`src/rtl/uart_rx_core.sv`:
```
// uart_rx_core: asynchronous serial receiver (8N1, or 8E1 when UART_RX_PARITY_EN
// is defined). rxd is synchronized, sampled at mid-bit by a down-counting
// bit timer, reassembled LSB-first and handed out through a valid/ready
// holding register.
//
// Ports:
//   clk        system clock, rising edge
//   rst_n      asynchronous active-low reset
//   rxd        raw serial input, idle high
//   rx_data    received byte (LSB = first data bit on the wire)
//   rx_valid   rx_data holds an unconsumed byte
//   rx_ready   consumer accepts rx_data when rx_valid && rx_ready
//   busy       high from start-bit detection until return to IDLE
//   frame_err  one-cycle pulse when the stop bit samples low
//   overrun    one-cycle pulse when a completed byte is dropped
//   parity_err one-cycle pulse on even-parity mismatch (UART_RX_PARITY_EN only)
//
// Optional feature macro: UART_RX_PARITY_EN (adds PARITY state and parity_err).
module uart_rx_core #(
    parameter int CLK_PER_BIT = 16,
    parameter int DATA_BITS   = 8
) (
    input  logic                 clk,
    input  logic                 rst_n,
    input  logic                 rxd,
    output logic [DATA_BITS-1:0] rx_data,
    output logic                 rx_valid,
    input  logic                 rx_ready,
    output logic                 busy,
    output logic                 frame_err,
    output logic                 overrun
`ifdef UART_RX_PARITY_EN
    ,
    output logic                 parity_err
`endif
);

    localparam int TW = $clog2(CLK_PER_BIT);
    localparam int BW = $clog2(DATA_BITS + 1);
    localparam logic [TW-1:0] HALF_LOAD = TW'(CLK_PER_BIT / 2 - 1);
    localparam logic [TW-1:0] FULL_LOAD = TW'(CLK_PER_BIT - 1);
    localparam logic [BW-1:0] LAST_BIT  = BW'(DATA_BITS - 1);

    typedef enum logic [2:0] {
        S_IDLE  = 3'd0,
        S_START = 3'd1,
        S_DATA  = 3'd2,
        S_STOP  = 3'd3,
        S_BREAK = 3'd4
`ifdef UART_RX_PARITY_EN
        ,
        S_PARITY = 3'd5
`endif
    } state_t;

    state_t                 r_state;
    state_t                 w_state_nxt;
    logic                   r_sync1;
    logic                   r_sync2;
    logic [TW-1:0]          r_timer;
    logic [TW-1:0]          w_timer_nxt;
    logic [BW-1:0]          r_bit_idx;
    logic [BW-1:0]          w_bit_nxt;
    logic [DATA_BITS-1:0]   r_shift;
    logic [DATA_BITS-1:0]   w_shift_nxt;
    logic [DATA_BITS-1:0]   r_data;
    logic                   r_valid;
    logic                   r_frame_err;
    logic                   r_overrun;
    logic                   w_tick;
    logic                   w_deliver;
    logic                   w_frame_bad;
`ifdef UART_RX_PARITY_EN
    logic                   r_parity_err;
    logic                   w_parity_bad;
`endif

    assign w_tick = (r_timer == '0);

    // State register
    always_ff @(posedge clk or negedge rst_n) begin
        if (!rst_n) begin
            r_state <= S_IDLE;
        end else begin
            r_state <= w_state_nxt;
        end
    end

    // Next-state, timer, bit index and shift register updates
    always_comb begin
        w_state_nxt = r_state;
        w_timer_nxt = w_tick ? '0 : (r_timer - TW'(1));
        w_bit_nxt   = r_bit_idx;
        w_shift_nxt = r_shift;
        w_deliver   = 1'b0;
        w_frame_bad = 1'b0;
`ifdef UART_RX_PARITY_EN
        w_parity_bad = 1'b0;
`endif
        case (r_state)
            S_IDLE: begin
                if (!r_sync2) begin
                    w_state_nxt = S_START;
                    w_timer_nxt = HALF_LOAD;
                end
            end
            S_START: begin
                if (w_tick) begin
                    if (r_sync2) begin
                        // Line went back high before mid-start: a glitch.
                        w_state_nxt = S_IDLE;
                    end else begin
                        w_state_nxt = S_DATA;
                        w_timer_nxt = FULL_LOAD;
                        w_bit_nxt   = '0;
                    end
                end
            end
            S_DATA: begin
                if (w_tick) begin
                    // Right shift: after DATA_BITS samples the first bit sits in the LSB.
                    w_shift_nxt = {r_sync2, r_shift[DATA_BITS-1:1]};
                    w_bit_nxt   = r_bit_idx + BW'(1);
                    w_timer_nxt = FULL_LOAD;
                    if (r_bit_idx == LAST_BIT) begin
`ifdef UART_RX_PARITY_EN
                        w_state_nxt = S_PARITY;
`else
                        w_state_nxt = S_STOP;
`endif
                    end
                end
            end
`ifdef UART_RX_PARITY_EN
            S_PARITY: begin
                if (w_tick) begin
                    // Even parity: line bit must equal XOR of the data bits.
                    w_parity_bad = (r_sync2 != (^r_shift));
                    w_timer_nxt  = FULL_LOAD;
                    w_state_nxt  = S_STOP;
                end
            end
`endif
            S_STOP: begin
                if (w_tick) begin
                    if (r_sync2) begin
                        w_deliver   = 1'b1;
                        w_state_nxt = S_IDLE;
                    end else begin
                        w_frame_bad = 1'b1;
                        w_state_nxt = S_BREAK;
                    end
                end
            end
            S_BREAK: begin
                // Hold here through a long low so it reports only one error.
                if (r_sync2) begin
                    w_state_nxt = S_IDLE;
                end
            end
            default: begin
                w_state_nxt = S_IDLE;
            end
        endcase
    end

    // Synchronizer, datapath and output holding register
    always_ff @(posedge clk or negedge rst_n) begin
        if (!rst_n) begin
            r_sync1     <= 1'b1;
            r_sync2     <= 1'b1;
            r_timer     <= '0;
            r_bit_idx   <= '0;
            r_shift     <= '0;
            r_data      <= '0;
            r_valid     <= 1'b0;
            r_frame_err <= 1'b0;
            r_overrun   <= 1'b0;
`ifdef UART_RX_PARITY_EN
            r_parity_err <= 1'b0;
`endif
        end else begin
            r_sync1     <= rxd;
            r_sync2     <= r_sync1;
            r_timer     <= w_timer_nxt;
            r_bit_idx   <= w_bit_nxt;
            r_shift     <= w_shift_nxt;
            r_frame_err <= w_frame_bad;
            r_overrun   <= w_deliver && r_valid && !rx_ready;
`ifdef UART_RX_PARITY_EN
            r_parity_err <= w_parity_bad;
`endif
            if (w_deliver) begin
                // A simultaneous accept frees the register for the new byte.
                if (!r_valid || rx_ready) begin
                    r_data  <= r_shift;
                    r_valid <= 1'b1;
                end
            end else if (r_valid && rx_ready) begin
                r_valid <= 1'b0;
            end
        end
    end

    assign rx_data   = r_data;
    assign rx_valid  = r_valid;
    assign busy      = (r_state != S_IDLE);
    assign frame_err = r_frame_err;
    assign overrun   = r_overrun;
`ifdef UART_RX_PARITY_EN
    assign parity_err = r_parity_err;
`endif

endmodule

```
`config.mk`:
```
export PLATFORM = sky130hd
export DESIGN_NAME = uart_rx_core
export DESIGN_NICKNAME = d
export VERILOG_FILES = /design/src/rtl/uart_rx_core.sv
export SDC_FILE = /design/constraint.sdc
export NUM_CORES = 1
export LEC_CHECK = 0
export BUFFER_PORTS_ARGS = -buffer_cell sky130_fd_sc_hd__buf_2
export CAP_MARGIN = 15
export CORE_MARGIN = 3
export CORE_UTILIZATION = 35
export CTS_CLUSTER_DIAMETER = 80
export DETAILED_ROUTE_END_ITERATION = 10
export MAX_ROUTING_LAYER = met4
export PLACE_DENSITY = 0.49
export RECOVER_POWER = 25
export SLEW_MARGIN = 10
export SYNTH_ARGS = -nofsm -noshare
export SYNTH_HDL_FRONTEND = slang
export SYNTH_SLANG_ARGS = --single-unit
export TNS_END_PERCENT = 20
```
`constraint.sdc`:
```
create_clock -name clk -period 2.7 [get_ports clk]
set_input_delay 0.405 -clock clk [delete_from_list [all_inputs] [get_ports clk]]
set_output_delay 0.405 -clock clk [all_outputs]
set_load 0.02 [all_outputs]
```
==> out/metrics.cfg, run 1 <==
[floorplan]
die-area_um2=4890
initial_core_util=0.377
die_x_um=70.0
core_um2=3800
fp-row-count=22
ios=16
die_height_um=70.0

[routing]
drtIter0Drc=65
drt-pass1-iter-count=4
routed_wirelength_um=2420
drc=0
wl_per_cell_um=13.6
ant_nets=0
vias=865
via_per_inst=4.86

[cts]
cts_root_buffer=clkbuf_8
h-tree-depth=2
clock-sinks=32
insertion_delay_ps=280
cts_setup_buffers=0
cts.path.max_buffers=2
cts_resized=0
holdBufCountCts=0
numCtsBuffers=5
cts_tree=built
clkTransAtPathRegs_ps=60

[global_routing]
grt_pass1_wl_um=4330
grt_pass1_vias=858
grt_max_degree=33
grt.overflow.total=0
antenna_found_initial=0
track_usage=0.119

[sta]
finalCriticalPeriod_ps=1960
timing_worst_slew_pin_value_ps=1680
relSlewSlack=-0.117
slew_viol_final=33
post-route-period-util=0.725
rsz0062_at_grt=no
setup_viol=0
totalNegativeSetupSlack_ps=0
hold_viol=0
fmax_mhz=511
fin_skew_ps=5.41

[finish]
drive_above_1_share=0.346
instances_no_fill=178
n_antenna_cell=0
nFillCells=370
area_growth_pct=14.9
nNetsFinal=136

[yosys]
ys_ff_latch=32
ys_seq_area_frac=0.561
ys_types=34
synth.avg_cell_area_um2=13.0
yosysWarnings=0
syn-num-nets=117
synth.area.top_cells=dfrtp_1 (52%), mux2_4 (8.4%), mux2_2 (6.3%)
syn_area_um2=1430
synth_cells=110
synth_top_area_cell=dfrtp_1
synth_top_area_frac=0.524

[min_path]
hp-class=input pin to flip-flop

[place]
gp_congestion=0.752
dp.cells=170
io_buffers=15
dpl.hpwl_um=1680

[worst_setup_path]
arrival_ps=2130
crit_path_end_kind=flip-flop
critical_path_class=flip-flop to flip-flop
path_cells=inv_1 > ha_1 > and4bb_1 > and4_4 > mux2_4
slowest_stage=and4bb_1
slowest_delay_ps=420
cp-start-kind=flip-flop
critPathMaxFanout=10
critPathRequiredTime_ps=2870

[power_and_ir_drop]
peakVddDrop_mv=0.281
p_leak_nw=0.790
power_density_nw_per_um2=816

[job]
drv_cap=1

[status]
failed_checks=capacitance limit, slew limit
outcome=finished, violations left

[worst paths after layout]
kind                             from          to  slack (ps)  cells past startpoint
min in group asynchronous       rst_n     overrun         550                      1
max in group asynchronous       rst_n  r_state[1]        1190                      1
max                        r_timer[0]  rx_data[4]         740                      5
min reg2reg                   r_sync1     r_sync2         360                      0
max reg2reg                r_timer[0]  rx_data[4]         740                      5
min                               rxd     r_sync1         220                      1
[registers in the layout (all words and copies together) (netlist names)]
name       flops
frame_err      1
overrun        1
r_bit_idx      4
r_shift        8
r_state        3
r_sync1        1
r_sync2        1
r_timer        4
rx_data        8
rx_valid       1
[where the power goes]
group	internal [mW]	switching, mW	total (mW)
logic	0.131	0.141	0.273
registers	0.548	0.0736	0.621
clock network	0.274	0.175	0.448
total	0.953	0.390	1.34
[layout make-up]
type | instances | area [um2] | share of cell area
Clock inverter | 2 | 35.0 | 0.0213
Sequential cell | 32 | 803 | 0.488
Clock buffer | 6 | 72.6 | 0.0441
Inverter | 6 | 22.5 | 0.0137
Multi-Input combinational cell | 69 | 578 | 0.351
Timing Repair Buffer | 15 | 73.8 | 0.0449
Tap cell | 48 | 60.1 | 0.0365
[through the flow]
| stage | area [um2] | hold slack, ps | setup slack, ps | util | power [mW] |
|---|---|---|---|---|---|
| after global routing | 1650 | 192 | 565 | 0.433 | 1.44 |
| after detailed placement | 1540 | 347 | 729 | 0.405 | 0.906 |
| after CTS | 1650 | 192 | 708 | 0.433 | 1.37 |
| after global placement | 1540 | 346 | 782 | 0.405 | 0.903 |
| final | 1650 | 216 | 742 | 0.433 | 1.34 |
| after floorplan | 1430 | 109 | 973 | - | 0.836 |
[critical path, delay by kind of cell, from the launching register on]
| family | cells | cell delay, ps |
|---|---|---|
| AND/OR/NAND/NOR | 2 | 830 |
| flip-flops | 1 | 400 |
| multiplexers | 1 | 320 |
| adder cells (fa/ha/maj) | 1 | 210 |
| buffers and inverters | 1 | 90 |
[cell families (layout without fill, tap and decap cells)]
| logic type | after synthesis | count (layout) | share of synthesized area |
|---|---|---|---|
| xor gates and xnor gates | 1 | 1 | 0.00612 |
| adders and majority gates | 3 | 3 | 0.0262 |
| AOI/OAI and AO/OA | 16 | 16 | 0.0813 |
| DFF | 32 | 32 | 0.561 |
| muxes | 17 | 17 | 0.154 |
| buffers and inverters | 9 | 29 | 0.0350 |
| and+or+nand+nor | 32 | 32 | 0.136 |
[cells in the mapped netlist]
cell,instances
dfrtp_1,30
mux2_2,8
mux2_4,8
nor2_1,8
inv_1,6
a21oi_1,4
nand2b_1,4
ha_1,3
nand2_1,3
nand4_1,3
o211ai_1,3
buf_6,2
dfstp_2,2
nand3_1,2
o21ai_0,2
o221ai_1,2
or3_1,2
or3b_2,2
a211oi_1,1
a211oi_2,1
a222oi_1,1
a311oi_1,1
and3_1,1
and4_4,1
and4bb_1,1
and4bb_2,1
clkbuf_2,1
mux2i_1,1
nand2_2,1
nand3b_1,1
nor2b_1,1
nor3b_1,1
o21bai_1,1
xnor2_1,1
[per-layer routing]
metal / GRT usage / vias to the layer above / wire length (um)
met5: - / - / 0
met4: 0.0702 / 0 / 65
met3: 0.0489 / 7 / 115
met2: 0.151 / 14 / 1010
met1: 0.155 / 412 / 1230
li1: - / 432 / -
[cell usage in the layout (no fill, tap or decap)]
cell / count
dfstp_2: 2
nand2_1: 3
clkinv_2: 1
a211oi_1: 1
a211oi_2: 1
a311oi_1: 1
a222oi_1: 1
mux2i_1: 1
o211ai_1: 3
nand2_2: 1
o21ai_0: 2
nor2_1: 8
or3_1: 2
xnor2_1: 1
nand3b_1: 1
and4_4: 1
dfrtp_1: 30
o221ai_1: 2
clkbuf_1: 2
bufinv_16: 1
and4bb_2: 1
mux2_4: 8
ha_1: 3
o21bai_1: 1
a21oi_1: 4
nor2b_1: 1
or3b_2: 2
buf_2: 14
nor3b_1: 1
nand4_1: 3
clkbuf_8: 5
nand2b_1: 4
nand3_1: 2
and3_1: 1
and4bb_1: 1
mux2_2: 8
inv_1: 6
Power figures use the tool's default switching activity.
==> run 2, diff against run 1 <==
- PLACE_DENSITY: 0.49 -> 0.51
- clock period: 2.7 -> 1.8 ns (I/O delays scaled with it)
==> run 2 against run 1 <==
Effect of this change: the run still ends with capacitance limit, slew limit left; flip-flop and latch count stayed put; first-iteration DRC count is 22% lower; clock skew grew 2.4 ps; non-clock buffer count is 6 higher; count of clock-buffer cells in the layout stayed put; sequential share of layout area is 1.9 points lower; cell count rose by 3.4%; combinational power up 85%; critical path depth unchanged; maximum frequency increased by 13%; worst setup slack worse by 680 ps; largest power group unchanged.
==> out/metrics.cfg, run 2 (synthesized netlist as in run 1, its figures left out) <==
[status]
outcome=finished, violations left
failed_checks=capacitance limit, slew limit

[finish]
stdcell_area_um2=1710
nNetsFinal=142
register_area_um2=803
area_growth_pct=19.7
instances_no_fill=184
drive_above_1_share=0.397
n_antenna_cell=0
utilization=0.451
final_common_cell=dfrtp_1
final_cell_mix=dfrtp_1 (30), buf_2 (14), nor2_1 (8), mux2_2 (8), mux2_4 (8)
multi_input_area_um2=601
nFillCells=348

[worst_setup_path]
critPathRequiredTime_ps=1980
critical_path_class=flip-flop to flip-flop
crit_path_end_kind=flip-flop
r2r_slack_ps=60
critPathMaxFanout=8
arrival_ps=1910
cp-start-kind=flip-flop

[power_and_ir_drop]
switching_share=0.297
p_leak_nw=0.831
p_switching_mw=0.628
clkPwrFrac=0.319
p_int_mw=1.49
peakVddDrop_mv=0.726
seqPwrFrac=0.443
power_density_nw_per_um2=1240
combPwrFrac=0.238
fin_total_pwr_mw=2.12

[cts]
cts_tree=built
clock-sinks=32
clkTransAtPathRegs_ps=70
cts_root_buffer=clkbuf_8
h-tree-depth=2
insertion_delay_ps=290
numCtsBuffers=5
cts.path.max_buffers=2
holdBufCountCts=0

[routing]
ant_nets=0
via_per_inst=5.03
vias=926
wl_met2_um=1240
wl_met1_um=1160
drc=0
drt-pass1-iter-count=4
drtIter0Drc=51
maxUsedRoutingLayer=met4
wl_met3_um=94
routed_wirelength_um=2560
wl_per_cell_um=13.9

[sta]
post-route-period-util=0.964
totalNegativeSetupSlack_ps=0
hold_viol=0
setup_viol=0
finalCriticalPeriod_ps=1740
timing_worst_slew_pin_value_ps=1690
relSlewSlack=-0.127
fin_skew_ps=7.84
fmax_mhz=576
setup_slack_ps=64.0
hold_ws_ps=82.7
slew_viol_final=33
rsz0062_at_grt=yes

[floorplan]
core_um2=3800
ios=16
fp-row-count=22
die_x_um=70.0
die-area_um2=4890
initial_core_util=0.377
die_height_um=70.0

[min_path]
hp-class=input pin to flip-flop

[job]
drv_cap=1

[place]
dpl.hpwl_um=1740
gp_congestion=0.744
dp.cells=174
place_ws_ps=18.0
io_buffers=15
place_area_um2=1570

[global_routing]
grt_max_degree=33
grt_pass1_wl_um=4440
grt.overflow.total=0
track_usage=0.120
antenna_found_initial=0
grt_pass1_vias=981

-- run 2: power groups by stage --
stage	Sequential (mW)	Combinational [mW]	Clock, mW
6_report	0.939	0.505	0.675
5_1_grt	0.957	0.570	0.718
4_1_cts	0.937	0.444	0.692
3_5_place_dp	0.950	0.441	0
3_3_place_gp	0.945	0.435	0
2_1_floorplan	0.925	0.328	0
-- run 2: critical path: stages (launching register included) --
cell and delay [ps]:
dfrtp_1 390, inv_1 90, ha_2 210, and4bb_2 280
and4_4 330, mux2_4 320
-- run 2: worst paths after layout --
path	startpoint	endpoint	depth (start not counted)
max reg2reg	r_timer[0]	rx_data[2]	5
min	rxd	r_sync1	1
min in group asynchronous	rst_n	rx_data[1]	1
max in group asynchronous	rst_n	frame_err	1
min reg2reg	r_sync1	r_sync2	0
max	r_timer[0]	rx_data[2]	5
-- run 2: layout make-up --
type | instances | area share
Inverter | 6 | 0.0131
Sequential cell | 32 | 0.469
Tap cell | 48 | 0.0351
Clock buffer | 6 | 0.0424
Multi-Input combinational cell | 69 | 0.351
Timing Repair Buffer | 21 | 0.0694
Clock inverter | 2 | 0.0205
-- run 2: layer usage --
metal	up-vias	track usage
li1	444	-
met1	459	0.137
met2	16	0.184
met3	7	0.0345
met4	0	0.0745
met5	-	-
-- run 2: repair_timing --
action	in CTS	in global routing
resized for setup	0	7
hold endpoints to repair	0	0
endpoints found under the setup margin	0	25
setup buffers	0	2
